--- src/rtl/btn_conditioner.sv ---
// Button/switch conditioner in front of the stopwatch core. Each raw input is
// synchronized, debounced by a stable-count filter, and then turned into levels or strobes.
module btn_conditioner #(
  parameter int unsigned DEBOUNCE_CYCLES = 1000000,
  parameter int unsigned CNT_W           = 20
) (
  input  logic clk,
  input  logic rst,
  input  logic pause_raw,
  input  logic clr_raw,
  input  logic sel_raw,
  input  logic adj_raw,
  output logic sel,
  output logic adj,
  output logic pause_en,
  output logic pause_pulse,
  output logic clr_pulse
);

  localparam int unsigned NCH      = 4;
  localparam int unsigned CH_PAUSE = 0;
  localparam int unsigned CH_CLR   = 1;
  localparam int unsigned CH_SEL   = 2;
  localparam int unsigned CH_ADJ   = 3;

  localparam logic [CNT_W-1:0] CNT_LAST = CNT_W'(DEBOUNCE_CYCLES - 1);

  logic [NCH-1:0]   raw;
  logic [NCH-1:0]   sync1_q;
  logic [NCH-1:0]   sync2_q;
  logic [NCH-1:0]   stable_q;
  logic [NCH-1:0]   stable_d;
  logic [NCH-1:0]   stable_dly_q;
  logic [NCH-1:0]   rise;
  logic [CNT_W-1:0] cnt_q [NCH];
  logic [CNT_W-1:0] cnt_d [NCH];

  logic pause_en_q;
  logic pause_en_d;
  logic pause_pulse_q;
  logic clr_pulse_q;

  assign raw = {adj_raw, sel_raw, clr_raw, pause_raw};

  // A new level is accepted only after DEBOUNCE_CYCLES consecutive disagreeing
  // samples; any agreeing sample restarts the count, so the counter never wraps.
  always_comb begin
    // NOTE: every combinational output gets a default first so no latch is inferred.
    stable_d = stable_q;
    for (int i = 0; i < NCH; i++) begin
      cnt_d[i] = '0;
      if (sync2_q[i] != stable_q[i]) begin
        if (cnt_q[i] == CNT_LAST) begin
          stable_d[i] = sync2_q[i];
        end else begin
          cnt_d[i] = cnt_q[i] + 1'b1;
        end
      end
    end
  end

  assign rise = stable_q & ~stable_dly_q;

  // Clear wins over a simultaneous pause press.
  always_comb begin
    pause_en_d = pause_en_q;
    if (rise[CH_CLR]) begin
      pause_en_d = 1'b0;
    end else if (rise[CH_PAUSE]) begin
      pause_en_d = ~pause_en_q;
    end
  end

  always_ff @(posedge clk or negedge rst) begin
    if (!rst) begin
      sync1_q       <= '0;
      sync2_q       <= '0;
      stable_q      <= '0;
      stable_dly_q  <= '0;
      pause_en_q    <= 1'b0;
      pause_pulse_q <= 1'b0;
      clr_pulse_q   <= 1'b0;
      // NOTE: the counter array is reset too, so a press in flight at reset is discarded.
      for (int i = 0; i < NCH; i++) begin
        cnt_q[i] <= '0;
      end
    end else begin
      // NOTE: sequential state uses non-blocking assignments so the two-flop chain really is two flops.
      sync1_q       <= raw;
      sync2_q       <= sync1_q;
      stable_q      <= stable_d;
      stable_dly_q  <= stable_q;
      pause_en_q    <= pause_en_d;
      pause_pulse_q <= rise[CH_PAUSE];
      clr_pulse_q   <= rise[CH_CLR];
      for (int i = 0; i < NCH; i++) begin
        cnt_q[i] <= cnt_d[i];
      end
    end
  end

  assign sel         = stable_q[CH_SEL];
  assign adj         = stable_q[CH_ADJ];
  assign pause_en    = pause_en_q;
  assign pause_pulse = pause_pulse_q;
  assign clr_pulse   = clr_pulse_q;

endmodule
--- config.mk ---
export PLATFORM = sky130hd
export DESIGN_NAME = btn_conditioner
export DESIGN_NICKNAME = d
export VERILOG_FILES = /design/src/rtl/btn_conditioner.sv
export SDC_FILE = /design/constraint.sdc
export NUM_CORES = 1
export LEC_CHECK = 0
export CAP_MARGIN = 15
export CORE_ASPECT_RATIO = 0.9
export CORE_UTILIZATION = 50
export CTS_BUF_LIST = sky130_fd_sc_hd__clkbuf_2 sky130_fd_sc_hd__clkbuf_4 sky130_fd_sc_hd__clkbuf_8
export CTS_CLUSTER_DIAMETER = 100
export CTS_CLUSTER_SIZE = 8
export DETAILED_ROUTE_END_ITERATION = 6
export GPL_TIMING_DRIVEN = 0
export PLACE_DENSITY_LB_ADDON = 0.2
export SYNTH_ARGS = -nofsm -noshare
export SYNTH_HDL_FRONTEND = slang
export SYNTH_SLANG_ARGS = --single-unit
--- constraint.sdc ---
create_clock -name clk -period 5.82 [get_ports clk]
set_input_delay 1.164 -clock clk [delete_from_list [all_inputs] [get_ports clk]]
set_output_delay 1.164 -clock clk [all_outputs]
set_load 0.01 [all_outputs]
After elaboration in Yosys (flattened, before gate mapping)
Index checks and enable logic that the tools add are counted.
{"block": "totals", "out_inout_bits": 5, "regBits": 97, "inputBits": 6, "elab_cells": 44}
{"block": "classes", "eq_ne": 8, "reduce_logical": 5, "bitwise_logic": 3, "addsub": 4, "mux": 10}
{"cell": "$mux W20", "count": 8}
{"cell": "$add A20 B1 Y20 const B", "count": 4}
{"cell": "$eq A20 B20 Y1 const B", "count": 4}
{"cell": "$reduce_and A2 Y1", "count": 4}
{"cell": "$ne A1 B1 Y1", "count": 4}
{"cell": "$and A2 B2 Y2", "count": 1}
{"cell": "$mux W1", "count": 2}
{"cell": "$not A2 Y2", "count": 1}
{"cell": "$reduce_bool A2 Y1", "count": 1}
{"cell": "$not A1 Y1", "count": 1}

Logic depth before layout (Yosys ltp)
{"block": "logic_depth", "ltp_word": 4, "mapped_depth": 6, "ltp_nobuf": 5}

Worst setup path after synthesis
OpenSTA, ideal clock, no wires.
{"block": "synth_path", "path_kind": "reg-to-reg", "from": "register cnt_q[72] (netlist name)", "to": "register stable_q[0]", "slack_ns": 3.742, "arrival_time_ns": 1.953, "n_path_buf": 0, "required_time_ns": 5.695, "stages_incl_launch_ff": 5, "cell_sequence": "dfrtp_1 or4_1 or4_4 nor2_1 mux2_2"}
{"block": "synth_via", "elab_chain_len": 2}
{"item": "from (decl)", "line_no": "35", "text": "logic [CNT_W-1:0] cnt_q [NCH];"}
{"item": "from (signal, indexed assignment)", "line_no": "97", "text": "cnt_q[i] <= cnt_d[i];"}
{"item": "$eq A20 B20 Y1", "line_no": "53", "text": "if (cnt_q[i] == CNT_LAST) begin"}
{"item": "$reduce_and A2 Y1 (no source line)"}
{"item": "to (signal assigned)", "line_no": "91", "text": "stable_q <= stable_d;"}
{"item": "to (decl)", "line_no": "31", "text": "logic [NCH-1:0] stable_q;"}
Every way passes these cells.
A chain may end at the register's enable or synchronous reset.

Final worst setup path
{"block": "layout_path", "from": "register stable_q[3]", "to": "output adj"}
{"item": "to (decl)", "line_no": "14", "text": "output logic adj,"}
No word-level cell between the ends.

==> flow_metrics.py <==
metrics = {
    "finish": {
        "layout-drive-gt1-share": 0.0809,
        "nNetsFinal": 487,
        "area_delta_synth_final_pct": 10.3,
        "final_core_util": 0.579,
        "n_antenna_cell": 0,
    },
    "synthesis": {
        "ys_ff_latch": 97,
        "ys_async_sr_fraction": 1.00,
        "seq_area_frac_synth": 0.530,
        "yosys.cell_types.count": 44,
        "syn_area_sq_um": 4580,
        "avgSynthCellArea_sq_um": 10.1,
        "synth_ff_type": "dfrtp_1",
        "synth_edf_count": 0,
        "synthTopCellsByCount": "dfrtp_1 (97), nor2_1 (69), xnor2_1 (36)",
        "netlist_instances": 455,
        "synth.top_cells.by_area": "dfrtp_1 (53%), xnor2_1 (6.9%), nor2_1 (5.7%)",
        "synth.top_cell.area_share": 0.530,
        "synth_nets": 465,
        "yosysTopAreaCell": "dfrtp_1",
        "synth.most_common_cell": "dfrtp_1",
        "yosys_warnings": 0,
    },
    "timing": {
        "worst_slew_pin_slew_ps": 717,
        "slew_violations": 0,
        "slew_headroom": 0.519,
        "min_period_ps": 2450,
        "fmax_mhz": 408,
        "finalSetupViolCount": 0,
        "clock_skew_ps": 11.2,
        "fin_crit_sh": 0.421,
        "worst_hold_slack_ps": 354,
        "rsz0062_at_grt": "no",
        "setup_ws_ps": 3370,
        "hold_viol_final": 0,
    },
    "worst_setup_path": {
        "crit_chain": "clkdlybuf4s50_1",
        "crit_path_max_fanout": 3,
        "end_kind": "output port",
        "crit_type": "reg2out",
        "critPathArrivalTime_ps": 1290,
        "critPathTopFamily": "buffers and inverters",
        "critPathSlowestCell": "clkdlybuf4s50_1",
        "worst-path-buf-inv": 1,
        "critical_path.max_stage_delay_ps": 550,
        "critPathRequiredTime_ps": 4660,
        "start_kind": "flip-flop",
    },
    "die": {
        "chipWidth_microns": 103,
        "initial_core_util": 0.525,
        "io_pins": 11,
        "fp.coreArea_sq_um": 8730,
        "die_area_sq_um": 9540,
        "num_rows": 32,
        "die_h_microns": 92.8,
    },
    "grt": {
        "grt_first_pass_wirelength_microns": 14100,
        "antenna_found_initial": 0,
        "grt_pass1_vias": 3164,
        "grt_start_max_net_pins": 69,
        "track_usage": 0.190,
        "grt_overflow": 0,
    },
    "route": {
        "vias": 3308,
        "drcViolationCount": 0,
        "via_per_inst": 5.50,
        "wirelength_microns": 8200,
        "ant_nets": 0,
        "wl_per_cell_microns": 13.6,
        "drt_iter0_drc": 115,
        "drtPass1Iterations": 4,
    },
    "clock_network": {
        "clockBufferDepth": 2,
        "htree_levels": 3,
        "clkLatencyLatePin_ps": 360,
        "cts_root_buf": "clkbuf_8",
        "ctsResizeCount": 0,
        "cts.sinks": 97,
        "post-cts-setup-buffer-count": 0,
        "clkTransAtPathRegs_ps": 90,
        "hold_buffers": 0,
        "cts_buffers": 9,
        "cts_tree": "built",
    },
    "run_status": {
        "outcome": "finished clean",
    },
    "min_path": {
        "hold_class": "reg2reg",
    },
    "placed_design": {
        "pre_cts_slack_ps": 3460,
        "portBuffers": 10,
        "place.gp.congestion": 0.803,
        "dp_hpwl_microns": 5690,
    },
    "power": {
        "power.density_nw_per_um2": 232,
        "power.leakage_nw": 2.00,
        "ir_worst_vdd_mv": 0.153,
    },
    "flow_run": {
        "max_cap_viol_count": 0,
    },
}
-- metal layers --
layer  up-vias  routed length (microns)  GRT usage
li1       1646                        -          -
met1      1624                     4070      0.254
met2        30                     3870      0.308
met3         8                      191     0.0483
met4         0                       70     0.0446
met5         -                        0          0
-- layout by cell type, fill, tap and decap left out, types with 3 or more instances in the layout --
master            n
dfrtp_1          97
nor2_1           69
xnor2_1          36
nand3_1          25
nand2_1          25
nand4_1          20
a21oi_1          19
xor2_1           18
o21ai_0          18
nor3_1           16
inv_1            15
nor4_1           15
or3_1            10
clkbuf_8          9
clkdlybuf4s50_1   9
or4_1             6
and3_1            6
and2_1            5
and4_1            4
clkbuf_1          4
mux2_2            4
ha_1              4
nor4b_1           3
mux2i_1           3
o31ai_1           3
nand3b_1          3
nor2b_1           3
-- cell type report --
| cell class | instances | area, sq um |
|---|---|---|
| Inverter | 15 | 56.3 |
| Clock inverter | 6 | 66.3 |
| Timing Repair Buffer | 11 | 125 |
| Multi-Input combinational cell | 335 | 2050 |
| Clock buffer | 10 | 131 |
| Buffer | 8 | 41.3 |
| Sequential cell | 97 | 2430 |
| Fill cell | 763 | 3680 |
| Tap cell | 119 | 149 |
-- worst reg2reg max path, stage by stage, from the launching register on --
cell and delay [ps]:
dfrtp_1 400, ha_1 220, nand4_1 270, or2_2 420, o31ai_4 500, buf_2 330
nor2_1 90
-- logic make-up after synthesis --
group | count (synthesis) | synth area share
AOI/OAI and AO/OA | 47 | 0.0620
buffers and inverters | 23 | 0.0213
xor gates and xnor gates | 54 | 0.103
DFF | 97 | 0.530
muxes | 7 | 0.0164
adders and majority gates | 4 | 0.0109
and+or+nand+nor | 223 | 0.256
-- metrics by stage --
stage          instances  total power, mW  TNS (ps)  cell area, sq um
2_1_floorplan        455            0.722         0              4580
3_3_place_gp         584            0.745     -1470              4830
3_5_place_dp         585            0.749         0              4850
4_1_cts              601             1.19         0              5050
5_1_grt              601             1.23         0              5050
6_report             601             1.17         0              5050
-- report_power, final --
part | total (mW) | switching (mW) | internal [mW]
registers | 0.690 | 0.00720 | 0.683
clock network | 0.439 | 0.233 | 0.206
logic | 0.0437 | 0.0295 | 0.0142
-- flip-flops by register name, summed over array words and instances, names as in the netlist --
register,cells
cnt_q,80
stable_q,4
sync1_q,4
sync2_q,4
stable_dly_q,2
clr_pulse,1
pause_en,1
pause_pulse,1
-- path summary, 6_finish.rpt --
| check | start | endpoint | slack, ps | depth (start not counted) |
|---|---|---|---|---|
| setup / recovery | stable_q[3] | adj | 3370 | 1 |
| hold / removal | sync1_q[2] | sync2_q[2] | 350 | 0 |
| setup reg to reg | cnt_q[40] | cnt_q[52] | 3490 | 6 |
| hold reg to reg | sync1_q[2] | sync2_q[2] | 350 | 0 |
| max in group asynchronous | rst | cnt_q[72] | 4420 | 2 |
| min in group asynchronous | rst | cnt_q[18] | 730 | 1 |
(Power assumes the default switching activity.)
